===== src/rtl/trig_capture.sv =====
// Trigger combine and circular sample-capture sequencer for the sample RAM.
// Optional TRIG_TIMESTAMP_EN adds trig_ts: smpl_en strobes counted from armed to trigger.
module trig_capture #(
  parameter int ENTRIES = 384,
  parameter int AW      = 9
) (
  input  logic          clk,
  input  logic          rst,
  input  logic [4:0]    ch_trig,
  input  logic          prot_trig,
  input  logic          run,
  input  logic          smpl_en,
  input  logic [AW-1:0] trig_pos,
  input  logic          clr_done,
  output logic          armed,
  output logic          triggered,
  output logic          we,
  output logic [AW-1:0] waddr,
  output logic [AW-1:0] trig_addr,
  output logic          capture_done
`ifdef TRIG_TIMESTAMP_EN
  ,
  output logic [15:0]   trig_ts
`endif
);

  localparam logic [AW-1:0] LAST = AW'(ENTRIES - 1);
  localparam logic [AW:0]   FULL = (AW+1)'(ENTRIES);

  typedef enum logic [1:0] {IDLE, FILL, TRIG, DONE} state_t;

  state_t        state, state_nxt;
  logic [AW-1:0] waddr_q, trig_cnt, tp;
  logic [AW:0]   smpl_cnt, arm_thr;
  logic          armed_q, trig_set, trig_last, wr_fill, wr_trig;

  always_comb begin
    tp      = (trig_pos > LAST) ? LAST : trig_pos;
    arm_thr = FULL - {1'b0, tp};
  end

  always_comb begin
    state_nxt = state;
    trig_set  = 1'b0;
    trig_last = 1'b0;
    wr_fill   = 1'b0;
    wr_trig   = 1'b0;
    case (state)
      IDLE: if (run) state_nxt = FILL;
      FILL: begin
        wr_fill  = smpl_en;
        trig_set = armed_q & (&ch_trig) & prot_trig;
        if (!run)          state_nxt = IDLE;
        else if (trig_set) state_nxt = TRIG;
      end
      TRIG: begin
        // trig_pos=0 finishes without writing any post-trigger sample
        wr_trig   = smpl_en & (tp != '0);
        trig_last = (tp == '0) | (wr_trig & ((trig_cnt + AW'(1)) == tp));
        if (!run)           state_nxt = IDLE;
        else if (trig_last) state_nxt = DONE;
      end
      DONE: if (clr_done || !run) state_nxt = IDLE;
      default: state_nxt = IDLE;
    endcase
  end

  always_ff @(posedge clk) begin
    if (rst) begin
      state    <= IDLE;
      waddr_q  <= '0;
      smpl_cnt <= '0;
      trig_cnt <= '0;
      armed_q  <= 1'b0;
    end else begin
      state <= state_nxt;
      if (state_nxt == IDLE) begin
        waddr_q  <= '0;
        smpl_cnt <= '0;
        trig_cnt <= '0;
        armed_q  <= 1'b0;
      end else begin
        if (we) waddr_q <= (waddr_q == LAST) ? '0 : waddr_q + AW'(1);
        if (wr_fill && smpl_cnt != FULL) smpl_cnt <= smpl_cnt + (AW+1)'(1);
        // Registered so a trigger can never be accepted in the arming cycle
        if (state == FILL && smpl_cnt >= arm_thr) armed_q <= 1'b1;
        if (trig_set)     trig_cnt <= '0;
        else if (wr_trig) trig_cnt <= trig_cnt + AW'(1);
      end
    end
  end

  always_comb begin
    we           = wr_fill | wr_trig;
    waddr        = waddr_q;
    armed        = armed_q & ((state == FILL) | (state == TRIG));
    triggered    = (state == TRIG) | (state == DONE);
    capture_done = (state == DONE);
    trig_addr    = '0;
    if (state == DONE) trig_addr = (waddr_q == '0) ? LAST : waddr_q - AW'(1);
  end

`ifdef TRIG_TIMESTAMP_EN
  logic [15:0] ts_q;

  always_ff @(posedge clk) begin
    if (rst) begin
      ts_q <= '0;
    end else if (state_nxt == IDLE) begin
      ts_q <= '0;
    end else if (state == FILL && armed_q && smpl_en && ts_q != 16'hFFFF) begin
      ts_q <= ts_q + 16'd1;
    end
  end

  assign trig_ts = ts_q;
`endif

endmodule

===== config.mk =====
export PLATFORM = sky130hd
export DESIGN_NAME = trig_capture
export DESIGN_NICKNAME = d
export VERILOG_FILES = /design/src/rtl/trig_capture.sv
export SDC_FILE = /design/constraint.sdc
export NUM_CORES = 1
export LEC_CHECK = 0
export CORE_ASPECT_RATIO = 1.25
export CORE_UTILIZATION = 55
export DETAILED_ROUTE_END_ITERATION = 10
export PLACE_DENSITY_LB_ADDON = 0.2
export SYNTH_ARGS = -nofsm -noshare
export SYNTH_HDL_FRONTEND = slang
export SYNTH_SLANG_ARGS = --single-unit
export TNS_END_PERCENT = 20

===== constraint.sdc =====
create_clock -name clk -period 4.2 [get_ports clk]
set_input_delay 1.26 -clock clk [delete_from_list [all_inputs] [get_ports clk]]
set_output_delay 1.26 -clock clk [all_outputs]
set_load 0.05 [all_outputs]

# Word level (Yosys, flattened, before mapping)
# Cells that the tools add are included.
[op_classes]
n_addsub = 5
magnitude_cmp = 2
n_eq_ne = 6
muxes = 14
n_bitwise = 9
reduce_logical = 12
[ops]
columns = ["cell", "count"]
rows = [
  ["$mux W9", 4],
  ["$add A9 B1 Y9 const B", 2],
  ["$logic_not A9 Y1", 2],
  ["$mux W2", 6],
  ["$add A10 B1 Y10 const B", 1],
  ["$ge A10 B10 Y1", 1],
  ["$ne A10 B9 Y1 const B", 1],
  ["$sub A9 B9 Y10 const A", 1],
  ["$eq A9 B9 Y1", 1],
  ["$eq A9 B9 Y1 const B", 1],
  ["$gt A9 B9 Y1 const B", 1],
  ["$reduce_bool A9 Y1", 1],
  ["$sub A9 B1 Y9 const B", 1],
  ["$pmux W2 S4", 1],
  ["$and A1 B1 Y1", 5],
  ["$reduce_and A5 Y1", 1],
  ["$eq A2 B2 Y1 const B", 2],
  ["$logic_not A2 Y1", 2],
  ["$or A1 B1 Y1", 4],
  ["$mux W1", 3],
  ["$reduce_or A3 Y1", 1],
  ["$eq A2 B1 Y1 const B", 1],
  ["$logic_and A1 B1 Y1", 2],
  ["$reduce_or A2 Y1", 1],
  ["2 further kinds", 2],
]
[word_totals]
reg_bits = 31
inputBits = 20
out_inout_bits = 22
wordCells = 53

# Logic depth before layout (Yosys ltp)
[logic_depth]
ltp_word = 11
mapped_depth = 12

# Worst setup path before layout
# Ideal clock, no wire load.
[synth_timing]
path_kind = "input port to output port"
from = "input trig_pos[7]"
to = "output we"
t_arrival_ns = 2.997
required_ns = 2.940
slack_ns = -0.057
stages = 7
path_buffers = 2
cell_sequence = "clkbuf_1 a21oi_1 ha_1 or4b_1 o211a_1 nand2b_1 clkbuf_1"
[synth_via]
elab_chain_cells = 6
[synth_rtl]
columns = ["item", "line_no", "source"]
rows = [
  ["start: declaration", "13", "input logic [AW-1:0] trig_pos,"],
  ["$gt A9 B9 Y1", "38", "tp = (trig_pos > LAST) ? LAST : trig_pos;"],
  ["$mux W9 *", "38", ""],
  ["$reduce_bool A9 Y1 *", "58", "wr_trig = smpl_en & (tp != '0);"],
  ["$and A1 B1 Y1 *", "58", ""],
  ["$mux W1 *", "48", "case (state)"],
  ["$or A1 B1 Y1 *", "94", "we = wr_fill | wr_trig;"],
  ["end: declaration", "17", "output logic we,"],
]
# Every way passes the cells marked *; elsewhere a longest branch is shown, timed or not.

# Worst setup path after layout
[layout_timing]
from = "input trig_pos[5]"
to = "output we"
# Same word-level chain as after synthesis.

==> flow_summary.toml <==
[worst_setup_path]
regToRegSetupSlack_ns = 1.56
cp_cell_sequence = "clkdlybuf4s50_1 -> or4_1 -> o211a_1 -> nand2b_4 -> buf_8"
crit_slowest_cell = "or4_1"
cp_top_family = "simple AND/OR/NAND/NOR gates"
max_stage_delay_ns = 0.60
cp_max_fo = 3
rr_startpoint = "trig_cnt[0]$_SDFFE_PP0P_"
cp_num_buf_inv = 2
crit_path_end_kind = "output pin"
crit_arrival_ns = 2.88
critPathLaunchType = "input port"
reg2reg_to = "waddr[2]$_SDFFE_PP0P_"
reg2reg_depth = 8
critPathKind = "input port to output pin"
cp.required_ns = 2.94

[yosys]
synth_compound_area_frac = 0.229
synth_top_area_cell = "dfxtp_1"
synth_adder_area_share = 0.0910
synth_top_area_share = 0.226
synth-seq-area-share = 0.226
synth_fp_nets = 384
synth-simple-area-share = 0.249
synth.distinct_cells = 57
synth-xor-area-share = 0.130
synth_top_family_by_area = "simple AND/OR/NAND/NOR gates"
async_flop_share = 0
synth_edf_count = 0
synth.area.top_cells = "dfxtp_1 (23%), ha_1 (9.1%), xnor2_1 (7.6%)"
synth_flop_cell = "dfxtp_1"
netlist_area_sq_um = 2750
synth_cells = 344
synth.area.mux_share = 0.0187
synth-seq-cells = 31
synth_area_per_cell_sq_um = 7.99
ys_warn_count = 0

[layout]
area_delta_synth_final_pct = 27.6
fin_nets = 450
layout_common_cells = "buf_4 (36), clkdlybuf4s50_1 (35), nand2_1 (32)"
finalNonFillerCells = 471
drive_gt1_frac = 0.156
fin_area_sq_um = 3510
final_common_cell = "buf_4"
n_antenna_cell = 0

[power]
p_switching_uw = 202
peakVddDrop_mv = 0.135
p_comb_frac = 0.234
pwr-share-clk = 0.333
p_int_uw = 486
power_frac_seq = 0.433
power_density_nw_per_um2 = 196
power.share.switching = 0.294
report.power.total_uw = 688
total_leakage_power_nw = 1.39

[clocking]
clk_latency_ns = 0.28
numCtsBuffers = 5
cts_tree = "yes"
cts_max_path_buffers = 2
ctsHoldBuffers = 0
clk_pin_slew_ns = 0.06
cts_max_level = 2
clock-root-buffer = "clkbuf_8"
clock_sinks = 31

[die]
rows = 28
coreArea_sq_um = 4760
initial_utilization = 0.577
pin_count = 42
dieArea_sq_um = 5290
die_y_microns = 81.1
dieWidth_microns = 65.2

[global_routing]
grt_pass1_wl_microns = 12200
grt_usage = 0.296
antenna_found_initial = 0
grt_pass1_vias = 2651
grt_max_degree = 21
grt_overflow = 0

[worst_hold_path]
hold_depth = 2
whs_endpoint = "smpl_cnt[9]$_SDFFE_PP0P_"
worstHoldStart = "smpl_cnt[9]$_SDFFE_PP0P_"
hold_class = "flip-flop to flip-flop"

[timing]
fin_tns_setup_ns = 0
setup_ws_ns = 0.0600
fin_worst_skew_ns = 0.00713
period_share = 0.986
drv_slew = 0
rsz0062_at_grt = "false"
finalCriticalPeriod_ns = 4.14
setup_viol = 0
worst_pin_slew_ns = 0.733
slew_headroom = 0.509
hold_violations = 0
max_freq_mhz = 242

[detailed_routing]
post-route-drc-count = 0
viasPerCell = 5.97
wire_per_inst_microns = 15.9
antenna_left = 0
drt_iter0_markers = 247
vias = 2813
wirelength_microns = 7510
firstDrtPassIters = 4

[placed_design]
pre_cts_ws_ns = -0.348
post-dp-hpwl_microns = 5120
place_inst = 444
place_area_sq_um = 3270
gp_congestion = 0.919
portBuffers = 41

[job]
maxCapViolCount = 0

[run_status]
status = "finished, final reports clean"
power by group through the flow:
stage / Sequential (mW) / Clock, mW / Combinational, mW
2_1_floorplan: 0.305 / 0 / 0.0853
6_report: 0.298 / 0.229 / 0.161
3_3_place_gp: 0.305 / 0 / 0.134
3_5_place_dp: 0.305 / 0 / 0.138
4_1_cts: 0.298 / 0.234 / 0.154
5_1_grt: 0.298 / 0.248 / 0.174
flip-flops by register name (all words and copies together), names as in the netlist:
| name | count |
|---|---|
| armed_q | 1 |
| state | 2 |
| waddr | 9 |
| smpl_cnt | 10 |
| trig_cnt | 9 |
layout make-up:
class | count | area [sq um]
inverter | 16 | 60.1
tap | 60 | 75.1
multi-input combinational | 279 | 2000
sequential | 31 | 621
clock buffer | 7 | 76.3
timing repair buffer | 77 | 673
fill | 385 | 1260
clock inverter | 1 | 5.00
Yosys cell counts (all sizes together) (4+ instances only):
library cell  number
dfxtp             31
a211oi            22
nand3             14
nor2              17
mux2i              4
nand4             10
xor2              14
nor4               4
clkbuf            12
buf                6
nor2b              7
a21oi             23
nor3               9
o31ai              4
and2               7
a21boi             6
and3               4
xnor2             24
nand2             32
nand3b             5
inv               16
o21ai             10
ha                20
layer usage:
metal | global-route usage | up-vias | wire (microns)
met5 | 0 | - | 0
met4 | 0.139 | 0 | 242
met3 | 0.0520 | 25 | 302
met2 | 0.533 | 82 | 3900
met1 | 0.335 | 1319 | 3060
li1 | - | 1387 | -
repair_timing:
item	in CTS	in global routing
setup buffers	16	3
hold endpoints to repair	0	0
gates cloned	0	0
endpoints found under the setup margin	1	24
pin swaps	4	5
gates resized for setup	13	6
worst min-delay path, stage by stage (launching register included):
cell	delay, ns
dfxtp_1	0.33
xnor2_1	0.16
a211oi_1	0.04
how the worst max path moves through the flow:
stage                            from  endpoint  slack (ns)  cells after the start
after floorplan           trig_pos[7]        we        0.03                      7
after global placement    trig_pos[8]        we       -0.28                      7
after detailed placement  trig_pos[8]        we       -0.35                      7
after CTS                 trig_pos[7]        we        0.02                      7
after global routing      trig_pos[5]        we        0.02                      5
final                     trig_pos[5]        we        0.06                      5
logic make-up after synthesis:
logic type | Yosys count
AND/OR/NAND/NOR | 126
other | 1
buffers and inverters | 34
flip-flops | 31
XOR/XNOR | 39
adder cells (fa/ha/maj) | 20
multiplexers | 5
AO/OA/AOI/OAI | 88
metrics by stage:
step                      utilization  hold slack, ns
after floorplan                     -           0.539
after global placement          0.686           0.559
after detailed placement        0.686           0.569
after CTS                       0.734           0.583
after global routing            0.736           0.606
final                           0.736           0.579
Power figures use the tool's default switching activity.
